File: src/rtl/shift_reg_mode.sv
// Multi-mode shift register: hold, shift down, shift up or parallel load, with a
// selectable tap, full parallel view, synchronous clear and a saturating fill counter.
module shift_reg_mode #(
  parameter int WIDTH = 2,
  parameter int DEPTH = 4,
  localparam int TSW  = (DEPTH > 2) ? $clog2(DEPTH) : 1,
  localparam int CW   = $clog2(DEPTH + 1)
) (
  input  logic                   clk,
  input  logic                   reset,
  input  logic                   clear,
  input  logic                   en,
  input  logic [1:0]             mode,
  input  logic [WIDTH-1:0]       datain,
  input  logic [WIDTH*DEPTH-1:0] load_data,
  input  logic [TSW-1:0]         tap_sel,
  output logic [WIDTH-1:0]       dataout,
  output logic [WIDTH-1:0]       upout,
  output logic [WIDTH-1:0]       tapout,
  output logic [WIDTH*DEPTH-1:0] parout,
  output logic [CW-1:0]          fill_cnt,
  output logic                   full
);

  localparam logic [1:0] MODE_HOLD = 2'b00;
  localparam logic [1:0] MODE_DOWN = 2'b01;
  localparam logic [1:0] MODE_UP   = 2'b10;
  localparam logic [1:0] MODE_LOAD = 2'b11;

  localparam logic [CW-1:0] FILL_MAX = CW'(DEPTH);

  logic [WIDTH-1:0] r_stage [DEPTH];
  logic [CW-1:0]    r_fill;
  logic [CW-1:0]    w_fill_inc;
  logic [WIDTH-1:0] w_tap;

  assign w_fill_inc = (r_fill == FILL_MAX) ? r_fill : r_fill + CW'(1);

  // NOTE: every stage reads its neighbour's old value in the same edge, so all
  // state updates use non-blocking assignments; blocking ones would ripple data
  // through several stages in one cycle.
  always_ff @(posedge clk or posedge reset) begin
    if (reset) begin
      for (int i = 0; i < DEPTH; i++) r_stage[i] <= '0;
      r_fill <= '0;
    end else if (clear) begin
      for (int i = 0; i < DEPTH; i++) r_stage[i] <= '0;
      r_fill <= '0;
    end else if (en) begin
      case (mode)
        MODE_DOWN: begin
          for (int i = 0; i < DEPTH - 1; i++) r_stage[i] <= r_stage[i+1];
          r_stage[DEPTH-1] <= datain;
          r_fill           <= w_fill_inc;
        end
        MODE_UP: begin
          for (int i = 1; i < DEPTH; i++) r_stage[i] <= r_stage[i-1];
          r_stage[0] <= datain;
          r_fill     <= w_fill_inc;
        end
        MODE_LOAD: begin
          for (int i = 0; i < DEPTH; i++) r_stage[i] <= load_data[i*WIDTH +: WIDTH];
          r_fill <= FILL_MAX;
        end
        default: ;  // MODE_HOLD
      endcase
    end
  end

  // NOTE: w_tap is given a default before the search loop so that no tap_sel
  // value leaves it unassigned, which would otherwise infer a latch.
  always_comb begin
    w_tap = '0;
    for (int i = 0; i < DEPTH; i++) begin
      if (int'(tap_sel) == i) w_tap = r_stage[i];
    end
  end

  for (genvar g = 0; g < DEPTH; g++) begin : g_par
    assign parout[g*WIDTH +: WIDTH] = r_stage[g];
  end

  assign dataout  = r_stage[0];
  assign upout    = r_stage[DEPTH-1];
  assign tapout   = w_tap;
  assign fill_cnt = r_fill;
  assign full     = (r_fill == FILL_MAX);

endmodule

File: config.mk
export PLATFORM = sky130hd
export DESIGN_NAME = shift_reg_mode
export DESIGN_NICKNAME = d
export VERILOG_FILES = /design/src/rtl/shift_reg_mode.sv
export SDC_FILE = /design/constraint.sdc
export NUM_CORES = 1
export LEC_CHECK = 0
export CAP_MARGIN = 5
export CORE_MARGIN = 2
export CORE_UTILIZATION = 37
export DETAILED_ROUTE_END_ITERATION = 7
export HOLD_SLACK_MARGIN = 0.15
export PLACE_DENSITY = 0.74
export SLEW_MARGIN = 25
export SYNTH_ARGS = -nofsm -noshare
export SYNTH_HDL_FRONTEND = slang
export SYNTH_SLANG_ARGS = --single-unit
File: constraint.sdc
create_clock -name clk -period 1.2 [get_ports clk]
set_input_delay 0.24 -clock clk [delete_from_list [all_inputs] [get_ports clk]]
set_output_delay 0.24 -clock clk [all_outputs]
set_load 0.05 [all_outputs]
**Word level (Yosys, flattened, before mapping)**

Index checks and enable logic that the tools add are counted.

- Word-level logic and storage cells: 32
- Register bits: 11
- Bits of input ports: 18
- Output and inout port bits: 18

- Add/sub/neg operators: 1
- Reductions and logical operators: 7
- Equality and inequality tests: 8
- Multiplexer cells: 11

Operators by type and width:

| cell | count |
|---|---|
| $pmux W8 S3 | 1 |
| $mux W8 | 2 |
| $mux W3 | 3 |
| $eq A2 B2 Y1 const B | 4 |
| $mux W2 | 4 |
| $pmux W3 S2 | 1 |
| $eq A2 B1 Y1 const B | 2 |
| $reduce_bool A4 Y1 | 1 |
| $add A3 B1 Y3 const B | 1 |
| $eq A3 B3 Y1 const B | 1 |
| $ne A3 B3 Y1 const B | 1 |
| $reduce_and A3 Y1 | 1 |
| $reduce_bool A3 Y1 | 1 |
| $logic_not A2 Y1 | 1 |
| $reduce_and A2 Y1 | 1 |
| $reduce_bool A2 Y1 | 1 |
| $reduce_or A2 Y1 | 1 |

**Longest topological paths before layout**

- Depth after elaboration: 5
- Gate-level depth with buffers: 7
- Mapped depth without buffers: 5

**Least setup slack after synthesis**

OpenSTA, ideal clock, no wires.

- Path type: register to register
- Start point: register r_fill[0], in the netlist fill_cnt[0]
- End point: register r_fill[2], in the netlist fill_cnt[2]
- Data arrival time: 1.462 ns
- Setup time: 0.124 ns
- Buffers on the path: 0
- Setup slack: -0.386 ns
- Cell stages (with the launch flop): 6
- Data required time: 1.076 ns
- Clock period less this slack: 1.586 ns
- Cells stage by stage: dfrtp_1 -> inv_1 -> ha_1 -> nand3b_1 -> nand3_1 -> o31a_1

- Word-level cells in the longest chain between the ends: 5
- Elaborated cells on any way between the ends: 8
- Classes of those cells: add/sub: 1; eq/ne: 2; mux: 4; reduce/logical: 1

RTL lines:

| what | line | text |
|---|---|---|
| start: declaration | 33 | `logic [CW-1:0] r_fill;` |
| start signal: assignment | 54 | `r_fill <= w_fill_inc;` |
| start signal: assignment | 59 | `r_fill <= w_fill_inc;` |
| $add A3 B1 Y3 | 37 | `assign w_fill_inc = (r_fill == FILL_MAX) ? r_fill : r_fill + CW'(1);` |
| $mux W3 | 37 |  |
| $pmux W3 S2 | 50 | `case (mode)` |
| $mux W3 | 49 | `end else if (en) begin` |
| $mux W3 | 46 | `end else if (clear) begin` |

Several ways; a longest one is shown, not always the timed one. The select of a mux whose other input is x is not followed.
A chain may end at the register's enable or synchronous reset.

**Worst setup path after layout**

- Start point: register r_stage, in the netlist upout[0]
- End point: output tapout[0]

- Word-level cells in the longest chain between the ends: 1

RTL lines:

| what | line | text |
|---|---|---|
| start: declaration | 32 | `logic [WIDTH-1:0] r_stage [DEPTH];` |
| start signal: indexed assignment | 53 | `r_stage[DEPTH-1] <= datain;` |
| $mux W2 | 75 | `if (int'(tap_sel) == i) w_tap = r_stage[i];` |
| end: declaration | 19 | `output logic [WIDTH-1:0] tapout,` |

Every way passes these cells.

==> metrics.log <==
[metrics] max-cap violations: 0
[metrics] final net count: 166
[metrics] M1 WL: 1110 µm
[metrics] arrival time at the worst endpoint: between 1 and 1.5 ns
[metrics] crit-path max cell delay: 0.50 ns
[metrics] vias in the first global route: a little under 900
[metrics] Clock Pin Slew Worst Setup and Hold Paths: 0.07 ns
[metrics] relative slew slack: 0.715
[metrics] number of buffers between clock root and the deepest sink: 2
[metrics] required time of the critical path: approximately 0.96 ns
[metrics] actual transition at the worst max-transition pin: 0.428 ns
[metrics] antenna diode instance count: 0
[metrics] vias: 930
[metrics] post-route clock period utilization: 1.34
[metrics] number of H-tree levels: 1
[metrics] number of top-level pins: 36
[metrics] maximum number of pins on one net before global-route repair: 12
[metrics] Die X-Extent: 51.6 µm
[metrics] detailed-route vias per instance: 5.47
[metrics] first-pass GRT wire length: 4300 µm
[metrics] Starting DRT DRC Count: 35
[metrics] area of all placed cells without fillers: approximately 0.0017 mm²
[metrics] kind of critical path: reg2out
[metrics] Site Rows: 17
[metrics] portion of synthesized cell area occupied by the leading cell type: 0.328
[metrics] total power per unit cell area: 927 mW/mm²
[metrics] fraction of final layout cells with drive strength greater than 1: 0.606
[metrics] GRT Util Overall: 0.223
[metrics] Final setup viols: 10
[metrics] count of antenna-violating nets left after detailed routing: 0
[metrics] startpoint types: register
[metrics] netlist area before placement: ~840 µm²
[metrics] fin. max-slew vios: 0
[metrics] net switching fraction of the power: 0.373
[metrics] failing checks: setup timing
[metrics] total of warnings raised by yosys: 0
[metrics] Initial Util: 0.387
[metrics] critical path, cell by cell: mux4_2 > buf_8
[metrics] CORE AREA: ~0.0022 mm²
[metrics] per-instance average area after synthesis: 10.2 µm²
[metrics] full die area: 0.00267 mm²
[metrics] initial antenna violation count: 0
[metrics] highest routed metal layer: met4
[metrics] post-synth top area cell: dfrtp_1
[metrics] clock tree from TritonCTS: built
[metrics] Setup crit end kind: output pin
[metrics] iteration count of the initial detailed-routing pass: 4
[metrics] Internal Pwr Total: just under 1 mW
[metrics] leakage: 0.696 nW
[metrics] Worst Slack Setup Final: -0.412 ns
[metrics] post-route minimum period: 1.61 ns
[metrics] routed length on met2: 1450 µm
[metrics] setup slack after placement: -0.688 ns
[metrics] Clock Sink Count: 11
[metrics] clock insertion delay at the later pin of the skew report: roughly 0.27 ns
[metrics] peak supply drop: 0.599 mV
[metrics] slowest stage cell on the critical path: mux4_2
[metrics] Seq/Total Area, Yosys: 0.328
[metrics] Inserted Clock Buffers: 3
[metrics] number of distinct library cells after synthesis: 23
[metrics] Remaining DRCs: 0
[metrics] Combinational Power Share: 0.562
[metrics] worst min path class: in2async
[metrics] Post-Route WL: 2810 µm
[metrics] Highest Clock Rate: around 620 MHz
[metrics] Final Non-Filler Cells: 170
[metrics] net count after synthesis: 105
[metrics] number of filler cells placed in the layout: 147
[metrics] CTS root buf: clkbuf_4
[metrics] sequential cell fraction of total power: 0.276
[metrics] Synth Instances: 82
[metrics] top cells by area in the synthesized netlist: dfrtp_1, a311oi_2, ha_1, a22oi_1, a21oi_1
[metrics] average routed wire per standard cell: 16.5 µm
[metrics] Cells after DPL: 154
[metrics] highest net fanout along the worst path: 2
[metrics] instance area after placement: 0.00152 mm²
[metrics] number of buffer cells added on primary ports: 35
[metrics] global placer's final weighted congestion: 0.776
[metrics] floorplan die height: between 50 and 60 µm
[metrics] dpl hpwl: 2020 µm
[metrics] Clk pwr share: 0.162
[metrics] unrepaired setup endpoints after global routing: yes
[metrics] count of state elements after synthesis: 11
[metrics] switching power: 0.586 mW
[metrics] result of the run: finished with violations
[metrics] growth of design area from synthesis to finish: 102%
[metrics] GRT Residual Overflow: 0
[metrics] DR WL met3: 173 µm
[metrics] clk_skew: 0.00296 ns
[metrics] Hold Vio Cnt, Final: 0
-- timing repair --
item                                    CTS  global route
endpoints found under the setup margin   28            20
pin swaps                                 3             0
gates resized for setup                  21             7
cloned                                    0             0
setup buffers                             3            15
hold buffers                              0             0
-- logic make-up after synthesis --
group,Yosys count,share of synthesized area
multiplexers,2,0.0536
adder cells (fa/ha/maj),5,0.0745
AO/OA/AOI/OAI,31,0.325
flip-flops,11,0.328
buffers and inverters,15,0.107
AND/OR/NAND/NOR,18,0.112
-- synthesized netlist by cell type (all sizes together) --
cell type	n
inv	5
nand2b	2
o21ai	1
a311o	2
or3	1
nand2	9
a311oi	8
and2	2
dfrtp	11
nand3b	2
ha	5
a21oi	10
o41ai	1
a22oi	8
clkbuf	1
o31a	1
nand3	1
mux4	2
buf	9
nor2	1
-- path summary, 6_finish.rpt --
kind                               from          end  slack [ns]  depth (start not counted)
setup / recovery               upout[0]    tapout[0]       -0.41                          2
max in group asynchronous         reset    parout[4]        0.61                          2
hold / removal                    reset     upout[1]        0.27                          2
min in group clk           load_data[6]     upout[0]        0.55                          3
setup reg to reg            fill_cnt[1]  fill_cnt[1]       -0.15                          6
hold reg to reg             fill_cnt[0]  fill_cnt[0]        0.70                          3
-- critical path, delay by kind of cell (launching register included) --
kind | cells | cell delay, ns
buffers and inverters | 1 | 0.17
DFF | 1 | 0.43
muxes | 1 | 0.50
-- flip-flops by register name (all words and copies together) (netlist names) --
signal and flops:
dataout 2, fill_cnt 3, parout 4, upout 2
-- layout by cell type (no fill, tap or decap), types with 2 or more instances in the layout --
cell             netlist  layout
a21oi_1               10      10
a22oi_1                8       8
a311o_1                2       2
a311oi_2               8       8
and2_4                 1       2
buf_12                 0      16
buf_4                  4      20
buf_6                  2      11
buf_8                  0       2
clkbuf_4               0       3
clkdlybuf4s50_1        0      13
dfrtp_2                0      11
dlygate4sd2_1          0       2
ha_1                   5       2
ha_4                   0       2
inv_1                  5       2
inv_2                  0       2
mux4_2                 2       2
nand2_1                9       9
nand3b_1               2       2
-- per-stage QoR --
stage               utilization  hold WS (ns)  total power [mW]  TNS (ns)
detailed placement        0.698         0.561              1.23     -7.75
global placement          0.698         0.563              1.21     -7.34
finish                    0.781         0.266              1.57     -1.69
global route              0.781         0.317              1.65     -2.31
floorplan                     -        0.0925             0.854    -0.968
CTS                       0.741         0.279              1.52     -1.44
-- metal layers --
layer,global-route usage,vias to the layer above
met5,0,-
met4,0.105,0
met3,0.0259,7
met2,0.357,44
met1,0.300,449
li1,-,430
-- power by group through the flow --
stage	clock [mW]	sequential [mW]	combinational (mW)
after global placement	0	0.430	0.778
after global routing	0.283	0.435	0.928
after detailed placement	0	0.433	0.795
after CTS	0.258	0.430	0.835
final	0.254	0.433	0.882
after floorplan	0	0.549	0.304
-- layout make-up --
class                      count  area [µm²]  area share
clock buffer                   4        26.3      0.0155
inverter                       5        26.3      0.0155
multi-input combinational     56         524       0.309
sequential                    11         289       0.171
tap                           28        35.0      0.0207
timing repair buffer          66         793       0.468
Note: power is estimated with default switching activity, not from simulation.
